### src/rtl/code_mem_ctrl.sv
// Code memory controller: arbitrates the single code memory port between the
// instruction-fetch requester and the boot/debug loader, sequences reads and
// writes, decodes user/system bank, protects the system bank against loader
// writes, and reports faulted accesses.
//
// Optional feature: define CODE_MEM_CTRL_RR_EN for round-robin arbitration
// between loader and fetch. When it is undefined the loader has fixed priority.
//
// Ports:
//   iCLK, iRST                 clock, asynchronous active-high reset
//   iFetchReq/iFetchAddr       fetch request (held until oFetchValid)
//   oFetchData/oFetchValid     fetch read data and one-cycle completion pulse
//   iLoadReq/iLoadAddr/iLoadData  loader write request (held until oLoadAck)
//   iSysWrEn                   permits loader writes to the system bank
//   oLoadAck                   one-cycle loader completion pulse
//   oMemAddr/oMemWData         word index and write data to both banks
//   oMemWrUser/oMemWrSys       one-cycle bank write enables
//   iMemDataUser/iMemDataSys   bank read data
//   oFault/oFaultAddr          fault pulse and address of the latest fault
//   oBusy                      controller not idle
module code_mem_ctrl #(
    parameter logic [63:0] USER_LIMIT = 64'h0000_1000,
    parameter logic [63:0] SYS_LIMIT  = 64'h0000_1800,
    parameter int unsigned MEM_LAT    = 1
) (
    input  logic        iCLK,
    input  logic        iRST,
    input  logic        iFetchReq,
    input  logic [63:0] iFetchAddr,
    output logic [63:0] oFetchData,
    output logic        oFetchValid,
    input  logic        iLoadReq,
    input  logic [63:0] iLoadAddr,
    input  logic [63:0] iLoadData,
    input  logic        iSysWrEn,
    output logic        oLoadAck,
    output logic [11:0] oMemAddr,
    output logic [63:0] oMemWData,
    output logic        oMemWrUser,
    output logic        oMemWrSys,
    input  logic [63:0] iMemDataUser,
    input  logic [63:0] iMemDataSys,
    output logic        oFault,
    output logic [63:0] oFaultAddr,
    output logic        oBusy
);

    localparam int unsigned CNT_W = 2;

    typedef enum logic [2:0] {
        IDLE,
        RD_WAIT,
        RD_RESP,
        WR,
        RESP_FAULT
    } state_t;

    state_t             state;
    state_t             nextState;
    logic [CNT_W-1:0]   waitCnt;
    logic               sysSelQ;
    logic [63:0]        fetchDataQ;
    logic [63:0]        bankData;

    logic               grant;
    logic               loadWins;
    logic               reqIsWrite;
    logic               reqSys;
    logic               reqFault;
    logic [63:0]        reqAddr;

    // Arbitration: decide whether the loader wins when requests are present
`ifdef CODE_MEM_CTRL_RR_EN
    logic prioLoad;

    always_ff @(posedge iCLK or posedge iRST) begin
        if (iRST) begin
            prioLoad <= 1'b1;
        end else if (grant) begin
            prioLoad <= !loadWins;
        end
    end

    always_comb begin
        loadWins = iLoadReq && (prioLoad || !iFetchReq);
    end
`else
    always_comb begin
        loadWins = iLoadReq;
    end
`endif

    // Request mux and fault check on the winning request
    always_comb begin
        reqAddr    = iFetchAddr;
        reqIsWrite = 1'b0;
        if (loadWins) begin
            reqAddr    = iLoadAddr;
            reqIsWrite = 1'b1;
        end
        // Addresses at or past SYS_LIMIT fault regardless of this flag
        reqSys   = (reqAddr >= USER_LIMIT);
        reqFault = (reqAddr[1:0] != 2'b00) || (reqAddr >= SYS_LIMIT) ||
                   (reqIsWrite && reqSys && !iSysWrEn);
        grant    = (state == IDLE) && (iLoadReq || iFetchReq);
    end

    // State register
    always_ff @(posedge iCLK or posedge iRST) begin
        if (iRST) begin
            state <= IDLE;
        end else begin
            state <= nextState;
        end
    end

    // Next-state logic
    always_comb begin
        nextState = state;
        case (state)
            IDLE: begin
                if (grant) begin
                    if (reqFault) begin
                        nextState = RESP_FAULT;
                    end else if (reqIsWrite) begin
                        nextState = WR;
                    end else begin
                        nextState = RD_WAIT;
                    end
                end
            end
            RD_WAIT: begin
                if (waitCnt == '0) begin
                    nextState = RD_RESP;
                end
            end
            RD_RESP:    nextState = IDLE;
            WR:         nextState = IDLE;
            RESP_FAULT: nextState = IDLE;
            default:    nextState = IDLE;
        endcase
    end

    // Read latency counter, loaded at grant and counted down in RD_WAIT
    always_ff @(posedge iCLK or posedge iRST) begin
        if (iRST) begin
            waitCnt <= '0;
        end else if (grant) begin
            waitCnt <= CNT_W'(MEM_LAT - 1);
        end else if ((state == RD_WAIT) && (waitCnt != '0)) begin
            waitCnt <= waitCnt - 1'b1;
        end
    end

    // Registered outputs, computed from the transition being taken
    always_ff @(posedge iCLK or posedge iRST) begin
        if (iRST) begin
            oFetchValid <= 1'b0;
            oLoadAck    <= 1'b0;
            oFault      <= 1'b0;
            oFaultAddr  <= '0;
            oMemWrUser  <= 1'b0;
            oMemWrSys   <= 1'b0;
            oMemAddr    <= '0;
            oMemWData   <= '0;
            oBusy       <= 1'b0;
            sysSelQ     <= 1'b0;
            fetchDataQ  <= '0;
        end else begin
            oFetchValid <= 1'b0;
            oLoadAck    <= 1'b0;
            oFault      <= 1'b0;
            oMemWrUser  <= 1'b0;
            oMemWrSys   <= 1'b0;
            oBusy       <= (nextState != IDLE);

            if (grant) begin
                if (reqFault) begin
                    // Faulted access: respond next cycle, never touch memory
                    oFault     <= 1'b1;
                    oFaultAddr <= reqAddr;
                    if (reqIsWrite) begin
                        oLoadAck <= 1'b1;
                    end else begin
                        oFetchValid <= 1'b1;
                        fetchDataQ  <= '0;
                    end
                end else begin
                    oMemAddr <= reqAddr[13:2];
                    sysSelQ  <= reqSys;
                    if (reqIsWrite) begin
                        oMemWData  <= iLoadData;
                        oMemWrUser <= !reqSys;
                        oMemWrSys  <= reqSys;
                        oLoadAck   <= 1'b1;
                    end
                end
            end

            if ((state == RD_WAIT) && (nextState == RD_RESP)) begin
                oFetchValid <= 1'b1;
            end

            if (state == RD_RESP) begin
                fetchDataQ <= bankData;
            end
        end
    end

    // Bank data is only valid in the response cycle; hold it afterwards
    always_comb begin
        bankData   = sysSelQ ? iMemDataSys : iMemDataUser;
        oFetchData = (state == RD_RESP) ? bankData : fetchDataQ;
    end

endmodule

### config.mk
export PLATFORM = sky130hd
export DESIGN_NAME = code_mem_ctrl
export DESIGN_NICKNAME = d
export VERILOG_FILES = /design/src/rtl/code_mem_ctrl.sv
export SDC_FILE = /design/constraint.sdc
export NUM_CORES = 1
export LEC_CHECK = 0
export BUFFER_PORTS_ARGS = -buffer_cell sky130_fd_sc_hd__buf_2
export CORE_AREA = 2 2 205 207
export DETAILED_ROUTE_END_ITERATION = 10
export DIE_AREA = 0 0 207 209
export PLACE_DENSITY = 0.59
export SLEW_MARGIN = 20
export SYNTH_ARGS = -nofsm -noshare
export SYNTH_HDL_FRONTEND = slang
export SYNTH_SLANG_ARGS = --single-unit
### constraint.sdc
create_clock -name iCLK -period 9.1 [get_ports iCLK]
set_clock_uncertainty 0.1 [all_clocks]
set_input_delay 0.91 -clock iCLK [delete_from_list [all_inputs] [get_ports iCLK]]
set_output_delay 0.91 -clock iCLK [all_outputs]
set_load 0.02 [all_outputs]
==> results.md <==
- Fin Setup TNS: 0 ns
- P_leak: 7.271 nW
- Cts repair resizes: 0
- Vias per cell: 4.446
- GRT Util Overall: 14.43%
- CTS Hold Bufs: 0
- Ys Warns: 0
- Port-buffer cells: 534
- Total of max-cap violations: 0
- Tot Pwr: 2.423 mW
- Outcome: completed
- CP Cell Sequence: buf_2 > buf_4 > mux2_2 > nor3b_1 > o311a_1 > o211ai_4 > nand2_2 > buf_4 > mux2_2
- Via count: 8359
- Register area share after synthesis: 53.33%
- First-pass GRT wire length: 49820 um
- Die outline width: 207 um
- Top delay family on crit path: buffers and inverters
- CP Launch Type: input port
- First-pass DRT Iterations: 6
- Gr ovfl total: 0
- Post-route cell area: 14110 um^2
- Routed WL: 32370 um
- Setup Fix Bufs, Post-CTS: 0
- IO Pins: 535
- Ratio of cells with drive above 1 in the final layout: 51.83%
- Largest net degree at the start of global routing: 120
- Starting Density: 24.55%
- Combinational fraction of design power: 15.9%
- Die height: 209 um
- CTS tree: built
- Slew Limit Fails: 0
- Worst Setup Path Type: in2reg
- Average wire per standard cell: 17.22 um
- Min-Delay Path Class: in2async
- Routability Congestion: 0.8869
- Core area: 41290 um^2
- Pwr/cell area: 171.7 nW/um^2
- Worst-margin pin slew: 0.9496 ns
- Cell-internal power: 1.770 mW
- Ranking of synthesized cells by area: dfrtp_1, mux2_2, mux2_1, mux2i_1, o21a_1
- Proportion of power drawn by flip-flops and latches: 43.5%
- Slew HR: 36.69%
- Synth Register Bits: 216
- Crit path time final: 4.221 ns
- Max clock buf depth: 3
- Post-route ant nets: 0
- Site Rows: 75
- Total CTS buffers: 26
- Initial antenna violation count: 1
- Top cell type's share of synthesized area: 53.33%
- Sw frac: 26.95%
- F_max: 236.9 MHz
- Part of the total power dissipated in the clock network: 40.6%
- Drt drc: 0
- CP peak stage delay: 0.62 ns
- VDD IR max: 0.0001424 V
- Insertion delay to the later sink of the worst-skew pair: 0.54 ns
- Endpoint class of the critical path: flip-flop
- Post-DP Area: 13300 um^2
- Area of the mapped netlist: 10130 um^2
- Crit path DAT: 4.55 ns
- Area grow syn2layout: 39.23%
- CTS root buffer: clkbuf_16
- Syn_nets: 1139
- Ratio of final minimum period to clock period: 46.39%
- Hold Vio Cnt, Final: 0
- EDFF count, synth: 0
- Die ar.: 43260 um^2
- Mean Syn Cell Area: 12.47 um^2
- CP max-delay cell: buf_4
- FILL cells: 4284
- Ys flop type: dfrtp_1
- Clock transition at path regs: 0.06 ns
- DR iter-0 viols: 282
- DP Cell Count: 1838
- Net Switching: 0.6530 mW
- Nets: 1653
- Diode count: 0
- Vias in the first global route: 8620
- Largest area contributor in the netlist: dfrtp_1
- Async SR Flop Fraction: 100.0%
- RSZ-0062 raised after global routing: false
- Syn Inst Count: 813
- Final setup viols: 0
- Post-route non-filler standard cell count: 1880
- Max FO, Critical Path: 51
- H-tree Lvls: 1
- WP data required: 9.43 ns
- Sink Count: 216
- CP Buf/Inv Count: 3
- Unique masters post-synth: 37
- Detailed placement HPWL: 24700 um
synthesized netlist by cell type (7+ instances only):
master,number
dfrtp_1,216
mux2_2,103
mux2_1,96
nor2_1,69
a21oi_1,67
mux2i_1,66
o21a_1,65
clkbuf_1,31
nor4_1,20
buf_4,10
buf_2,8
nor3_1,8
inv_1,7
nand2_1,7
logic make-up (layout without fill, tap and decap cells):
kind of cell / count (synthesis) / count (layout) / synth area share, %
multiplexers: 265 / 265 / 28.63
flip-flops: 216 / 216 / 53.33
AO/OA/AOI/OAI: 143 / 143 / 9.049
AND/OR/NAND/NOR: 123 / 123 / 5.716
buffers and inverters: 64 / 592 / 3.062
adder cells (fa/ha/maj): 1 / 1 / 0.1234
XOR/XNOR: 1 / 1 / 0.08644
cell type report:
class	instances	area [um^2]	area share, %
flip-flops and latches	216	5409	38.33
multi-input cells	533	4429	31.39
repair buffers	543	2753	19.51
clock buffers	37	772.0	5.471
well taps	539	674.4	4.779
clock inverters	5	40.04	0.2837
inverters	7	33.78	0.2394
flip-flops by register name, summed over array words and instances, names as in the netlist:
| name | count |
|---|---|
| fetchDataQ | 64 |
| oFaultAddr | 64 |
| oMemWData | 64 |
| oMemAddr | 12 |
| state | 3 |
| waitCnt | 2 |
| oBusy | 1 |
| oFault | 1 |
| oFetchValid | 1 |
| oLoadAck | 1 |
| oMemWrSys | 1 |
| oMemWrUser | 1 |
| sysSelQ | 1 |
layer usage:
layer,part of all wire [%],global-route usage [%],vias up,wire length [um]
met5,0,0,-,0
met4,2.1,3.941,0,677
met3,8.2,4.463,48,2658
met2,50,25.30,323,16080
met1,40,17.03,4043,12950
li1,-,-,3945,-
per-stage QoR:
stage / hold slack [ns] / setup slack [ns] / util (%)
after CTS: 0.3825 / 4.896 / 34.18
after global placement: 0.3629 / 4.404 / 32.21
final: 0.3565 / 4.879 / 34.18
after global routing: 0.4003 / 4.665 / 34.18
after detailed placement: 0.3692 / 4.327 / 32.21
after floorplan: 0.3802 / 2.182 / -
path summary, 6_finish.rpt:
kind                       cells past startpoint     startpoint  slack, ns              to
setup reg to reg                               5       state[0]       6.64   oMemWData[61]
min in group iCLK                              1  oMemWData[34]       0.38   oMemWData[34]
hold reg to reg                                1  oMemWData[34]       0.38   oMemWData[34]
hold / removal                                 2           iRST       0.36   oMemWData[52]
setup / recovery                               9       iLoadReq       4.88  oFaultAddr[13]
max in group asynchronous                      3           iRST       7.30   oMemWData[56]
layout by cell type, fill, tap and decap left out, types with 2 or more instances in the layout:
cell type	synthesis	layout
nor3_1	8	8
o2bb2ai_1	2	2
o21ai_0	4	4
a21oi_1	67	67
nand4_1	4	4
buf_4	10	8
nor4_1	20	20
clkbuf_1	31	3
clkbuf_16	0	26
nand2_2	0	2
clkinv_2	0	3
buf_2	8	534
o21a_1	65	65
nor2_1	69	69
mux2i_1	66	66
inv_1	7	6
mux2_2	103	103
nand3_1	4	4
mux2_1	96	96
dfrtp_1	216	215
nand2_1	7	5
clkbuf_8	0	8
power by group through the flow:
stage	Combinational, mW	Sequential [mW]	Clock [mW]
after CTS	0.393	1.05	1.02
after floorplan	0.131	1.14	0
after global placement	0.387	1.07	0
final	0.386	1.05	0.982
after detailed placement	0.392	1.07	0
after global routing	0.416	1.06	1.06
Note: power is estimated with default switching activity, not from simulation.
